$ cat src/rtl/ahb2apb_bridge.sv
// ahb2apb_bridge
// Single-slave AHB-Lite to APB3 bridge feeding the SRAM's APB port. Each
// accepted AHB word transfer becomes one APB transfer; AHB wait states are
// inserted (hreadyout=0) until the APB slave answers with pready.
//
// Ports:
//   clk, reset           - rising-edge clock, asynchronous active-high reset
//   hsel, haddr, htrans,
//   hwrite, hwdata,
//   hready               - AHB-Lite slave inputs (word-only, haddr[1:0] ignored)
//   hreadyout, hresp,
//   hrdata               - AHB-Lite slave response
//   paddr                - APB word address (haddr[17:2])
//   pwdata, pwrite,
//   psel, penable        - APB master outputs (all registered)
//   prdata, pready       - APB slave response
//
// Optional feature: define AHB2APB_TIMEOUT_EN to abort APB accesses that wait
// TIMEOUT_CYCLES cycles without pready, answering with a two-cycle AHB ERROR.

module ahb2apb_bridge #(
  parameter int unsigned TIMEOUT_CYCLES = 255
) (
  input  logic        clk,
  input  logic        reset,
  input  logic        hsel,
  input  logic [31:0] haddr,
  input  logic [1:0]  htrans,
  input  logic        hwrite,
  input  logic [31:0] hwdata,
  input  logic        hready,
  output logic        hreadyout,
  output logic        hresp,
  output logic [31:0] hrdata,
  output logic [15:0] paddr,
  output logic [31:0] pwdata,
  output logic        pwrite,
  output logic        psel,
  output logic        penable,
  input  logic [31:0] prdata,
  input  logic        pready
);

  if ((TIMEOUT_CYCLES < 1) || (TIMEOUT_CYCLES > 255)) begin : g_bad_timeout
    $error("ahb2apb_bridge: TIMEOUT_CYCLES must be in 1..255");
  end

  typedef enum logic [2:0] {
    S_IDLE,
    S_CAPT,
    S_SETUP,
    S_ACCESS,
    S_ERR1,
    S_ERR2
  } state_e;

  state_e      state_q, state_d;
  logic [31:0] hrdata_q, hrdata_d;
  logic [15:0] paddr_q, paddr_d;
  logic [31:0] pwdata_q, pwdata_d;
  logic        pwrite_q, pwrite_d;
  logic        psel_q, psel_d;
  logic        penable_q, penable_d;
  logic        accept;

`ifdef AHB2APB_TIMEOUT_EN
  localparam logic [7:0] TO_LAST = 8'(TIMEOUT_CYCLES - 1);
  logic [7:0] cnt_q, cnt_d;
`endif

  // Byte-lane bits, the unused upper address range and the SEQ/NONSEQ
  // distinction carry no meaning for a word-only single slave.
  logic unused_inputs;
  assign unused_inputs = ^{haddr[31:18], haddr[1:0], htrans[0]};

  assign accept = hsel & hready & htrans[1];

  always_comb begin
    state_d  = state_q;
    hrdata_d = hrdata_q;
    paddr_d  = paddr_q;
    pwdata_d = pwdata_q;
    pwrite_d = pwrite_q;

    unique case (state_q)
      S_IDLE, S_ERR2: begin
        if (accept) begin
          paddr_d  = haddr[17:2];
          pwrite_d = hwrite;
          state_d  = hwrite ? S_CAPT : S_SETUP;
        end else begin
          state_d = S_IDLE;
        end
      end
      S_CAPT: begin
        // Data phase of a write: hwdata is only valid now.
        pwdata_d = hwdata;
        state_d  = S_SETUP;
      end
      S_SETUP: state_d = S_ACCESS;
      S_ACCESS: begin
        if (pready) begin
          state_d = S_IDLE;
          if (!pwrite_q) hrdata_d = prdata;
        end
`ifdef AHB2APB_TIMEOUT_EN
        // cnt_q counts earlier unready ACCESS cycles, so this is the
        // TIMEOUT_CYCLES-th one; a simultaneous pready wins above.
        else if (cnt_q == TO_LAST) begin
          state_d = S_ERR1;
        end
`endif
      end
      S_ERR1:  state_d = S_ERR2;
      default: state_d = S_IDLE;
    endcase

    // APB strobes follow the next state so they are glitch-free flops.
    psel_d    = (state_d == S_SETUP) || (state_d == S_ACCESS);
    penable_d = (state_d == S_ACCESS);
  end

`ifdef AHB2APB_TIMEOUT_EN
  always_comb begin
    cnt_d = '0;
    if ((state_q == S_ACCESS) && (state_d == S_ACCESS)) cnt_d = cnt_q + 8'd1;
  end

  always_ff @(posedge clk or posedge reset) begin
    if (reset) cnt_q <= '0;
    else       cnt_q <= cnt_d;
  end
`endif

  always_ff @(posedge clk or posedge reset) begin
    if (reset) begin
      state_q   <= S_IDLE;
      hrdata_q  <= '0;
      paddr_q   <= '0;
      pwdata_q  <= '0;
      pwrite_q  <= 1'b0;
      psel_q    <= 1'b0;
      penable_q <= 1'b0;
    end else begin
      state_q   <= state_d;
      hrdata_q  <= hrdata_d;
      paddr_q   <= paddr_d;
      pwdata_q  <= pwdata_d;
      pwrite_q  <= pwrite_d;
      psel_q    <= psel_d;
      penable_q <= penable_d;
    end
  end

  assign hreadyout = (state_q == S_IDLE) || (state_q == S_ERR2);
`ifdef AHB2APB_TIMEOUT_EN
  assign hresp     = (state_q == S_ERR1) || (state_q == S_ERR2);
`else
  assign hresp     = 1'b0;
`endif
  assign hrdata    = hrdata_q;
  assign paddr     = paddr_q;
  assign pwdata    = pwdata_q;
  assign pwrite    = pwrite_q;
  assign psel      = psel_q;
  assign penable   = penable_q;

endmodule
$ cat config.mk
export PLATFORM = sky130hd
export DESIGN_NAME = ahb2apb_bridge
export DESIGN_NICKNAME = d
export VERILOG_FILES = /design/src/rtl/ahb2apb_bridge.sv
export SDC_FILE = /design/constraint.sdc
export NUM_CORES = 1
export LEC_CHECK = 0
export ABC_AREA = 1
export ABC_CLOCK_PERIOD_IN_PS = 3140
export CAP_MARGIN = 20
export CORE_MARGIN = 10
export CORE_UTILIZATION = 36
export DETAILED_ROUTE_END_ITERATION = 7
export GPL_ROUTABILITY_DRIVEN = 0
export PLACE_DENSITY = 0.83
export SYNTH_ARGS = -nofsm -noshare
export SYNTH_HDL_FRONTEND = slang
export SYNTH_SLANG_ARGS = --single-unit
$ cat constraint.sdc
create_clock -name clk -period 3.14 [get_ports clk]
set_clock_uncertainty 0.2 [all_clocks]
set_input_delay 0.471 -clock clk [delete_from_list [all_inputs] [get_ports clk]]
set_output_delay 0.471 -clock clk [all_outputs]
set_load 0.05 [all_outputs]
Word level (Yosys, flattened, before mapping):

Index checks and enable logic that the tools add are counted.

* bitwise operators: 3
* equality and inequality tests: 7
* mux-type cells: 4
* reduce and logical (&&, ||, !) cells: 6

Operators with widths (count)
* one-hot mux 3 bit (5 select lines): 1
* == test 3 x 2 -> 1 bit (second input constant): 4
* == test 3 bit (second input constant): 2
* 2-to-1 mux 2 bit: 2
* == test 3 x 1 -> 1 bit (second input constant): 1
* logical NOT 3 bit: 1
* 2-to-1 mux 3 bit: 1
* AND reduction 3 bit: 1
* AND 1 bit: 2
* logical OR 1 bit: 2
* AND reduction 2 bit: 1
* OR reduction 2 bit: 1
* NOT 1 bit: 1

* output and inout bits: 85
* register bits after elaboration: 86

Longest topological paths before layout:

* depth after elaboration: 6
* depth in mapped cells: 8
* mapped depth without buffers: 7

Worst setup path after synthesis:

No wires, ideal clock.

* kind: register to output
* from: reg state_q[0]
* to: out hreadyout
* slack: 1474 ps
* cell stages (with the launch flop): 6
* buffers on the path: 2
* required time: 2469 ps
* data arrival time: 995 ps
* path through: dfrtp_1 > nor2_1 > nand2_1 > nand2_1 > buf_4 > buf_6

* word-level cells in the longest chain between the ends: 2
* elaborated cells on any way between the ends: 3

RTL lines
* start: declaration: line 57 `state_e state_q, state_d;`
* start signal: assignment: line 145 `state_q <= state_d;`
* == test 3 bit / logical NOT 3 bit (equally long branches): line 155 `assign hreadyout = (state_q == S_IDLE) || (state_q == S_ERR2);`
* logical OR 1 bit *: line 155
* end: declaration: line 32 `output logic hreadyout,`

Mark *: on every way between the ends. The rest lies on a longest branch, timed or not.

Worst setup path after layout:

* from: reg state_q[1]
* to: out hreadyout

The elaborated chain is that of the path after synthesis.

==> reports/qor.csv <==
metric,value,unit
number of max-cap violations,0,
upper clock frequency limit,0.3880,GHz
Period minus WS final,2.577,ns
antenna violations before repair,0,
area used by sequential logic in the layout,2152,sq um
sinks on the clock net,86,
Vias per Instance,4.340,
post-cts repair resize count,0,
placeable core area,9819,sq um
result of the run,"finished, final reports clean",
Pwr Total,6.722,mW
post-route DRC violation count,0,
Post-Synthesis Mean Instance Area,9.643,sq um
Final Hold Viols,0,
synthesized netlist cell count,379,
HPWL Detailed,8017,um
unrepaired setup endpoints after global routing,false,
total clock buffers created by CTS,9,
number of nets in the layout,651,
width of the chip,120.8,um
startpoint type of the worst setup path,flop,
power density normalized to cell area,1196,nW/um^2
number of detailed-routing iterations run before antenna repair,4,
combined area of the multi-input logic cells,1094,sq um
"most common cell after layout, fill and taps aside",sky130_fd_sc_hd__clkdlybuf4s50_1,
"commonest cells after routing, fill and taps aside","170 x sky130_fd_sc_hd__clkdlybuf4s50_1, 86 x sky130_fd_sc_hd__dfrtp_1, 81 x sky130_fd_sc_hd__nand2_1",
share of post-route cells with drive strength above 1,15.45,%
worst-margin pin slew,0.6070,ns
number of diodes added for antenna fixing,0,
Max transition margin,59.53,%
Leakage,2.757,nW
H-tree level count,3,
number of placed I/O pins,189,
max-slew violation count,0,
via count of the first global-routing pass,3212,
vias,2964,
CTS tree,done,
global-route wire length before repair,16390,um
"Area growth, synth to finish",53.78,%
instance count after placement with tap cells included,669,
residual overflow from global routing,0,
number of register bits inferred by synthesis,86,
setup bufs post-CTS,0,
worst setup timing slack at the placement stage,0.9365,ns
Final period util,82.08,%
Detail Route Antenna Nets,0,
Hold Crit Class,reg2reg,
overall global routing resource usage,13.87,%
insertion delay of the later-clocked pin in the worst-skew pair,0.35,ns
number of DRC markers in iteration 0,85,
critical path capture point type,output port,
Clock transition at path regs,0.08,ns
share of synthesized area occupied by flip-flops and latches,58.88,%
"Cell Count, Final, Fillers Out",683,
WP data required,2.47,ns
kind of critical path,reg2out,
critical path data arrival time,1.91,ns
Setup TNS Final,0,ns
post-synthesis net count,483,
initial cell density of the core,37.22,%
min setup slack post-route,0.5626,ns
worst vdd rail ir drop,0.0006078,V
maximum root-to-sink buffer count,2,
clock root buffer,sky130_fd_sc_hd__clkbuf_8,
Filler cells,870,
count of port buffers added during placement,170,
netlist area before placement,3655,sq um
distinct cell type count after synthesis,20,
Die H,120.8,um
yosys synthesis warning count,0,
maximum number of pins on one net before global-route repair,58,
utilization after layout,57.24,%
"critical path fanouts, max",4,
DRT Wirelength,10040,um
Hold Buf Count CTS,0,
Avg WL per Cell,14.70,um
setup violators final,0,
row cnt,36,
total die area,14580,sq um
## cells by family after synthesis
logic type	count (synthesis)	share of synthesized area, %
buf+inv	89	11.19
flops	86	58.88
other cells	1	0.1026
compound gates	64	12.05
simple gates	139	17.77
## cell usage after synthesis, drive strengths merged
| library cell | number | area, sq um |
|---|---|---|
| buf | 17 | 138.9 |
| clkbuf | 1 | 3.750 |
| conb | 1 | 3.750 |
| dfrtp | 86 | 2152 |
| inv | 71 | 266.5 |
| nand2 | 111 | 491.7 |
| nand3 | 19 | 100.1 |
| nand3b | 2 | 27.53 |
| nor2 | 6 | 25.03 |
| nor3 | 1 | 5.000 |
| o21ai | 64 | 440.4 |
## worst paths after layout
kind / slack [ns] / cells past startpoint / to / from
min reg2reg: 0.28 / 2 / paddr[8]$_DFFE_PP0P_ / paddr[8]$_DFFE_PP0P_
max reg2reg: 1.34 / 6 / hrdata[20]$_DFFE_PP0P_ / state_q[0]$_DFF_PP0_
min: 0.28 / 2 / paddr[8]$_DFFE_PP0P_ / paddr[8]$_DFFE_PP0P_
max: 0.56 / 4 / hreadyout / state_q[1]$_DFF_PP0_
max in group asynchronous: 1.89 / 3 / hrdata[6]$_DFFE_PP0P_ / reset
min in group asynchronous: 0.38 / 3 / pwdata[16]$_DFFE_PP0P_ / reset
## sequential cells by signal, summed over array words and instances (netlist names)
register	count
pwrite	1
psel	1
penable	1
pwdata	32
hrdata	32
paddr	16
state_q	3
## worst max-delay path: stages, from the launching register on
cell	delay, ns
sky130_fd_sc_hd__dfrtp_1	0.42
sky130_fd_sc_hd__nor2_1	0.16
sky130_fd_sc_hd__nand2_1	0.06
sky130_fd_sc_hd__nand2_1	0.08
sky130_fd_sc_hd__clkdlybuf4s50_1	0.83
## through the flow
| step | hold WS [ns] | instance area, sq um |
|---|---|---|
| final | 0.2791 | 5620 |
| after global routing | 0.3070 | 5620 |
| after CTS | 0.2821 | 5620 |
| after detailed placement | 0.2624 | 5431 |
| after global placement | 0.2522 | 5431 |
| after floorplan | 0.3568 | 3655 |
## routing by layer
| layer | vias up | track usage [%] | routed length (um) |
|---|---|---|---|
| li1 | 1478 | - | - |
| met4 | 0 | 5.505 | 215 |
| met3 | 15 | 5.770 | 903 |
| met1 | 1371 | 14.13 | 3759 |
| met2 | 100 | 24.66 | 5164 |
| met5 | - | 0 | 0 |
## report_power, final
| group | internal [mW] | total (mW) | switching [mW] |
|---|---|---|---|
| clock network | 0.404 | 0.767 | 0.363 |
| registers | 1.63 | 1.94 | 0.305 |
| logic | 1.31 | 4.02 | 2.71 |
| total | 3.34 | 6.72 | 3.38 |
## final cells by class
| cell class | instances | share of cell area [%] |
|---|---|---|
| sequential | 86 | 38.29 |
| clock buffer | 13 | 2.827 |
| inverter | 71 | 4.764 |
| tap | 133 | 2.961 |
| multi-input combinational | 204 | 19.46 |
| timing repair buffer | 175 | 31.17 |
| clock inverter | 1 | 0.5343 |
Note: power is estimated with default switching activity, not from simulation.
